## src/rtl/stage4_mem_pkg.sv

```systemverilog
// MEM stage shared definitions: FSM encoding, timeout default, datapath widths.
package stage4_mem_pkg;
   localparam int W           = 32;
   localparam int RW          = 5;
   localparam int TIMEOUT_DEF = 16;

   typedef enum logic {
      IDLE = 1'b0,
      WAIT = 1'b1
   } mem_state_t;
endpackage

```

## src/rtl/stage4_mem_fsm.sv

```systemverilog
// Data memory handshake controller: request, wait on ack, abort on timeout.
module mem_access_fsm
   import stage4_mem_pkg::*;
#(
   parameter int TIMEOUT = TIMEOUT_DEF
) (
   input  logic clk,
   input  logic reset,
   input  logic access,
   input  logic we,
   input  logic dm_ack,
   output logic dm_req,
   output logic dm_we,
   output logic stall,
   output logic complete,
   output logic abort
);
   localparam int CW = (TIMEOUT > 2) ? $clog2(TIMEOUT) : 1;
   localparam logic [CW-1:0] LAST = CW'(TIMEOUT - 1);

   mem_state_t    state, state_n;
   logic [CW-1:0] cnt, cnt_n;

   always_ff @(posedge clk) begin
      if (reset) begin
         state <= IDLE;
         cnt   <= '0;
      end else begin
         state <= state_n;
         cnt   <= cnt_n;
      end
   end

   always_comb begin
      state_n  = state;
      cnt_n    = cnt;
      dm_req   = 1'b0;
      stall    = 1'b0;
      complete = 1'b0;
      abort    = 1'b0;
      unique case (state)
         IDLE: begin
            if (access) begin
               dm_req = 1'b1;
               if (dm_ack) begin
                  complete = 1'b1;
               end else begin
                  state_n = WAIT;
                  stall   = 1'b1;
                  cnt_n   = CW'(1);
               end
            end
         end
         WAIT: begin
            dm_req = 1'b1;
            if (dm_ack) begin
               complete = 1'b1;
               state_n  = IDLE;
               cnt_n    = '0;
            end else if (cnt == LAST) begin
               // the final request cycle gives up and releases the pipeline
               abort   = 1'b1;
               state_n = IDLE;
               cnt_n   = '0;
            end else begin
               stall = 1'b1;
               cnt_n = cnt + CW'(1);
            end
         end
         default: state_n = IDLE;
      endcase
      dm_we = we & dm_req;
   end
endmodule

```

## src/rtl/stage4_mem.sv

```systemverilog
// MIPS stage 4: branch resolve, data memory access, MEM/WB pipeline register.
module stage4_mem
   import stage4_mem_pkg::*;
#(
   parameter int TIMEOUT = TIMEOUT_DEF
) (
   input  logic          clk,
   input  logic          reset,
   input  logic          branch,
   input  logic          memread,
   input  logic          memwrite,
   input  logic          memtoreg,
   input  logic          regwrite,
   input  logic [W-1:0]  baddr,
   input  logic [W-1:0]  alurslt,
   input  logic          zero,
   input  logic [W-1:0]  data2,
   input  logic [RW-1:0] wrreg,
   output logic          pcsrc,
   output logic [W-1:0]  baddr_out,
   output logic          stall,
   output logic          dm_req,
   output logic          dm_we,
   output logic [W-1:0]  dm_addr,
   output logic [W-1:0]  dm_wdata,
   input  logic [W-1:0]  dm_rdata,
   input  logic          dm_ack,
   output logic          misalign,
   output logic          bus_err,
   output logic          regwrite_out,
   output logic          memtoreg_out,
   output logic [W-1:0]  rdata_out,
   output logic [W-1:0]  alurslt_out,
   output logic [RW-1:0] wrreg_out
);
   logic memop, misalign_now, access;
   logic complete, abort;

   assign memop        = memread | memwrite;
   assign misalign_now = memop & (alurslt[1:0] != 2'b00);
   assign access       = memop & (alurslt[1:0] == 2'b00);

   assign pcsrc     = branch & zero;
   assign baddr_out = baddr;
   assign dm_addr   = alurslt;
   assign dm_wdata  = data2;

   // memwrite alone decides direction, so read+write acts as a store
   mem_access_fsm #(.TIMEOUT(TIMEOUT)) u_fsm (
      .clk      (clk),
      .reset    (reset),
      .access   (access),
      .we       (memwrite),
      .dm_ack   (dm_ack),
      .dm_req   (dm_req),
      .dm_we    (dm_we),
      .stall    (stall),
      .complete (complete),
      .abort    (abort)
   );

   always_ff @(posedge clk) begin
      if (reset) begin
         misalign     <= 1'b0;
         bus_err      <= 1'b0;
         regwrite_out <= 1'b0;
         memtoreg_out <= 1'b0;
         rdata_out    <= '0;
         alurslt_out  <= '0;
         wrreg_out    <= '0;
      end else begin
         misalign <= misalign_now & ~stall;
         bus_err  <= abort;
         if (stall) begin
            regwrite_out <= 1'b0;
         end else begin
            regwrite_out <= regwrite & ~abort & ~misalign_now;
            memtoreg_out <= memtoreg;
            alurslt_out  <= alurslt;
            wrreg_out    <= wrreg;
            if (complete) rdata_out <= dm_rdata;
         end
      end
   end
endmodule

```

## config.mk

```make
export PLATFORM = sky130hd
export DESIGN_NAME = stage4_mem
export DESIGN_NICKNAME = d
export VERILOG_FILES = /design/src/rtl/stage4_mem_pkg.sv /design/src/rtl/stage4_mem_fsm.sv /design/src/rtl/stage4_mem.sv
export SDC_FILE = /design/constraint.sdc
export NUM_CORES = 1
export LEC_CHECK = 0
export BUFFER_PORTS_ARGS = -buffer_cell sky130_fd_sc_hd__buf_2
export CAP_MARGIN = 20
export CORE_AREA = 2 2 122 124
export DETAILED_ROUTE_END_ITERATION = 10
export DIE_AREA = 0 0 124 126
export PLACE_DENSITY_LB_ADDON = 0.2
export SLEW_MARGIN = 15
export SYNTH_ARGS = -nofsm -noshare
export SYNTH_HDL_FRONTEND = slang
export SYNTH_SLANG_ARGS = --single-unit
```

## constraint.sdc

```tcl
create_clock -name clk -period 1.71 [get_ports clk]
set_clock_uncertainty 0.1 [all_clocks]
set_input_delay 0.0855 -clock clk [delete_from_list [all_inputs] [get_ports clk]]
set_output_delay 0.0855 -clock clk [all_outputs]
set_load 0.02 [all_outputs]
```

==> key figures <==
STA
  • Final hold viol count: 0
  • Fmax: about 600 MHz
  • Period minus WS final: between 1.5 and 2 ns
  • Final Cycle Share: 97.4%
  • Unrepaired setup endpoints after global routing: true
  • Pins Over Slew Limit: 0
  • Rel. slew slack: 72.7%
  • Worst Tran Pin Value: 0.409 ns
  • Endpoints failing setup: 0

GRT
  • Initial antenna violation count: 0
  • Global-route wire length before repair: 17100 um
  • Remaining Overflow, GRT: 0
  • Pin count of the biggest net entering global routing: 52
  • Tot GR Track Use: 14.1%
  • Vias in the first global route: 3485

Power
  • P_sw: 1.29 mW
  • P_leak: 2.47 nW
  • Power Internal: 3.87 mW
  • Sw Share: 25.0%
  • Clock power share: 44.4%
  • Combinational power share: 17.7%
  • Total Power: around 5.2 mW
  • Sequential Power Share: between 30% and 40%
  • Peak supply drop: 690 uV
  • Pwr Density: 915 mW/mm^2

Route
  • DRC viols: 0
  • WL final: between 10000 and 15000 um
  • Drt first-iter violations: 110
  • Wire per inst: 14.5 um
  • DR vias/cell: 4.39
  • Drt first pass iters: 4
  • Via count: roughly 3500
  • ANT nets after route: 0

Critical path
  • RR Endpoint: alurslt_out[2]
  • Largest delay contributor family on the critical path: simple AND/OR/NAND/NOR gates
  • CP max FO: 4
  • Crit path buf inv count: 2
  • Worst-path cell chain: ha_4 > and4_4 > nor3_4 > buf_12 > buf_8
  • Slowest-stage cell, CP: dfxtp_4
  • Worst endpoint required time: 1.52 ns
  • Internal reg-to-reg setup slack: about 0.080 ns
  • Startpoint types: flip-flop
  • Critical Path Stages: 5
  • Crit path launch: u_fsm.cnt[0]
  • CP Data Arrival Time: 1.48 ns
  • CP endpoint kind: output port
  • R2R Path Start: u_fsm.cnt[0]
  • WS Path Type: reg2out
  • CP endpoint: stall
  • Worst r2r path cells: 6
  • CP max stage delay: 0.36 ns

CTS
  • Clock tree root driver cell: clkbuf_16
  • TritonCTS clock tree: built
  • Longest Clk Path Bufs: 2
  • H-tree depth: 3
  • CTS sink cnt: 78
  • CTS Buf Count: 9
  • Clk Latency, worst-skew pair: 0.34 ns
  • Clk slew on worst S/H paths: 0.06 ns

Cells and area
  • Fillcell total: 1427
  • ANT cells: 0
  • Synthesis-to-layout area growth: 40.5%
  • Layout cell share with drive strength beyond 1: 37.8%
  • Most common cell after layout, fill and taps aside: buf_2
  • Nets: 756
  • Commonest cells after routing, fill and taps aside: buf_2, nand2b_1, dfxtp_1
  • Post-route cell area: roughly 0.0056 mm^2

Synthesis
  • Syn nets: around 590
  • Post-synthesis cell type count: 34
  • EDFF count, synth: 0
  • Most common flop cell mapped by yosys: dfxtp_1
  • Cells after synthesis: 449
  • Syn_area_per_cell: 8.95 um^2
  • Post-synthesis sequential area ratio: 38.9%
  • Yosys warns: 0
  • Mapped cell area: 0.00402 mm^2
  • Synth async-reset ratio: 0%
  • Synthesized flop and latch total: 78

Floorplanning
  • Full die area: 0.0156 mm^2
  • Die Wd: around 120 um
  • Starting Density: 28.1%
  • Core Region: 0.0143 mm^2
  • Top-Level Pins: 315
  • Rows: 44
  • Die height: between 100 and 150 um

Placement
  • Placed inst area: 0.00436 mm^2
  • I/O Buffers: 186
  • Final HPWL DP: roughly 7000 um
  • GP Congestion: 0.709

Outcome
  • Outcome: complete, no violations

Hold path
  • Worst Hold Class: in2reg

Job
  • Max-cap viol count: 0
==> how the worst min path moves through the flow <==
stage,from,endpoint,slack [ns],cells past startpoint
global placement,baddr[10],baddr_out[10],0.07,0
detailed placement,baddr[10],baddr_out[10],0.07,0
CTS,reset,alurslt_out[18],0.003,3
finish,reset,alurslt_out[18],0.03,3
global route,reset,alurslt_out[14],0.04,3
floorplan,dm_rdata[0],rdata_out[0],0.13,2
==> power by group through the flow <==
| stage | sequential [mW] | clock, mW | combinational [mW] |
|---|---|---|---|
| after CTS | 1.96 | 2.36 | 0.885 |
| after detailed placement | 2.00 | 0 | 0.732 |
| after floorplan | 2.11 | 0 | 0.601 |
| final | 1.96 | 2.29 | 0.916 |
| after global routing | 1.97 | 2.42 | 0.997 |
| after global placement | 1.99 | 0 | 0.723 |
==> per-stage QoR <==
| step | setup TNS, ns | hold WS (ns) | util [%] | std cells | worst slack [ns] |
|---|---|---|---|---|---|
| CTS | -0.252 | 0.00265 | 38.6 | 790 | -0.0432 |
| global placement | 0 | 0.0711 | 30.4 | 700 | 0.0656 |
| global route | -0.0128 | 0.0446 | 39.4 | 801 | -0.0128 |
| detailed placement | 0 | 0.0711 | 30.4 | 700 | 0.0306 |
| finish | 0 | 0.0275 | 39.4 | 801 | 0.0450 |
| floorplan | 0 | 0.133 | - | 449 | 0.116 |
==> per-layer routing <==
metal	share of wire (%)	wire, um	vias to the layer above	GRT usage, %
li1	-	-	1722	-
met1	40	4680	1601	15.2
met2	48	5550	161	23.6
met3	9.7	1120	32	6.11
met4	2.2	250	0	6.54
met5	0	0	-	0
==> registers in the layout, indices dropped and copies added, names as in the netlist <==
register      count
alurslt_out      32
rdata_out        32
wrreg_out         5
u_fsm.cnt         4
bus_err           1
memtoreg_out      1
misalign          1
regwrite_out      1
u_fsm.state       1
==> cells in the mapped netlist (all sizes together), types with 2 or more instances <==
master | n | area, um^2
o21ai | 34 | 170
nor2 | 5 | 26.3
nor3 | 5 | 36.3
dfxtp | 78 | 1560
and2 | 2 | 12.5
a21oi | 35 | 186
a31oi | 2 | 12.5
mux2i | 38 | 380
clkbuf | 17 | 65.1
buf | 109 | 822
nand3 | 33 | 165
inv | 2 | 7.50
nand2b | 77 | 482
==> repair_timing <==
| item | in CTS | in global routing |
|---|---|---|
| buffers inserted | 2 | 9 |
| hold buffers | 71 | 0 |
| setup endpoints to repair | 3 | 41 |
| hold endpoints to repair | 72 | 0 |
| gates cloned | 2 | 2 |
| pin swaps | 2 | 2 |
| gates resized for setup | 10 | 8 |
==> worst reg2reg max path: cells and delay by family (launching register included) <==
kind          cells  cell delay [ns]
buf+inv           2             0.38
flops             1             0.36
fa+ha+maj         1             0.17
mux               1             0.18
simple gates      2             0.37
==> cell families (layout without fill, tap and decap cells) <==
group | Yosys count | in the layout | share of synthesized area, %
AO/OA/AOI/OAI | 74 | 74 | 9.74
adder cells (fa/ha/maj) | 1 | 1 | 0.311
buffers and inverters | 128 | 296 | 22.3
flip-flops | 78 | 78 | 38.9
multiplexers | 38 | 38 | 9.46
AND/OR/NAND/NOR | 130 | 130 | 19.4
==> layout make-up <==
type                            count  area (um^2)  share of cell area [%]
Clock buffer                       12          267                    4.72
Tap cell                          184          230                    4.08
Timing Repair inverter              1         8.76                   0.155
Timing Repair Buffer              278         1890                    33.4
Inverter                            2         20.0                   0.355
Sequential cell                    78         1570                    27.8
Clock inverter                      3         90.1                    1.60
Multi-Input combinational cell    243         1580                    27.9
Note: power is estimated with default switching activity, not from simulation.
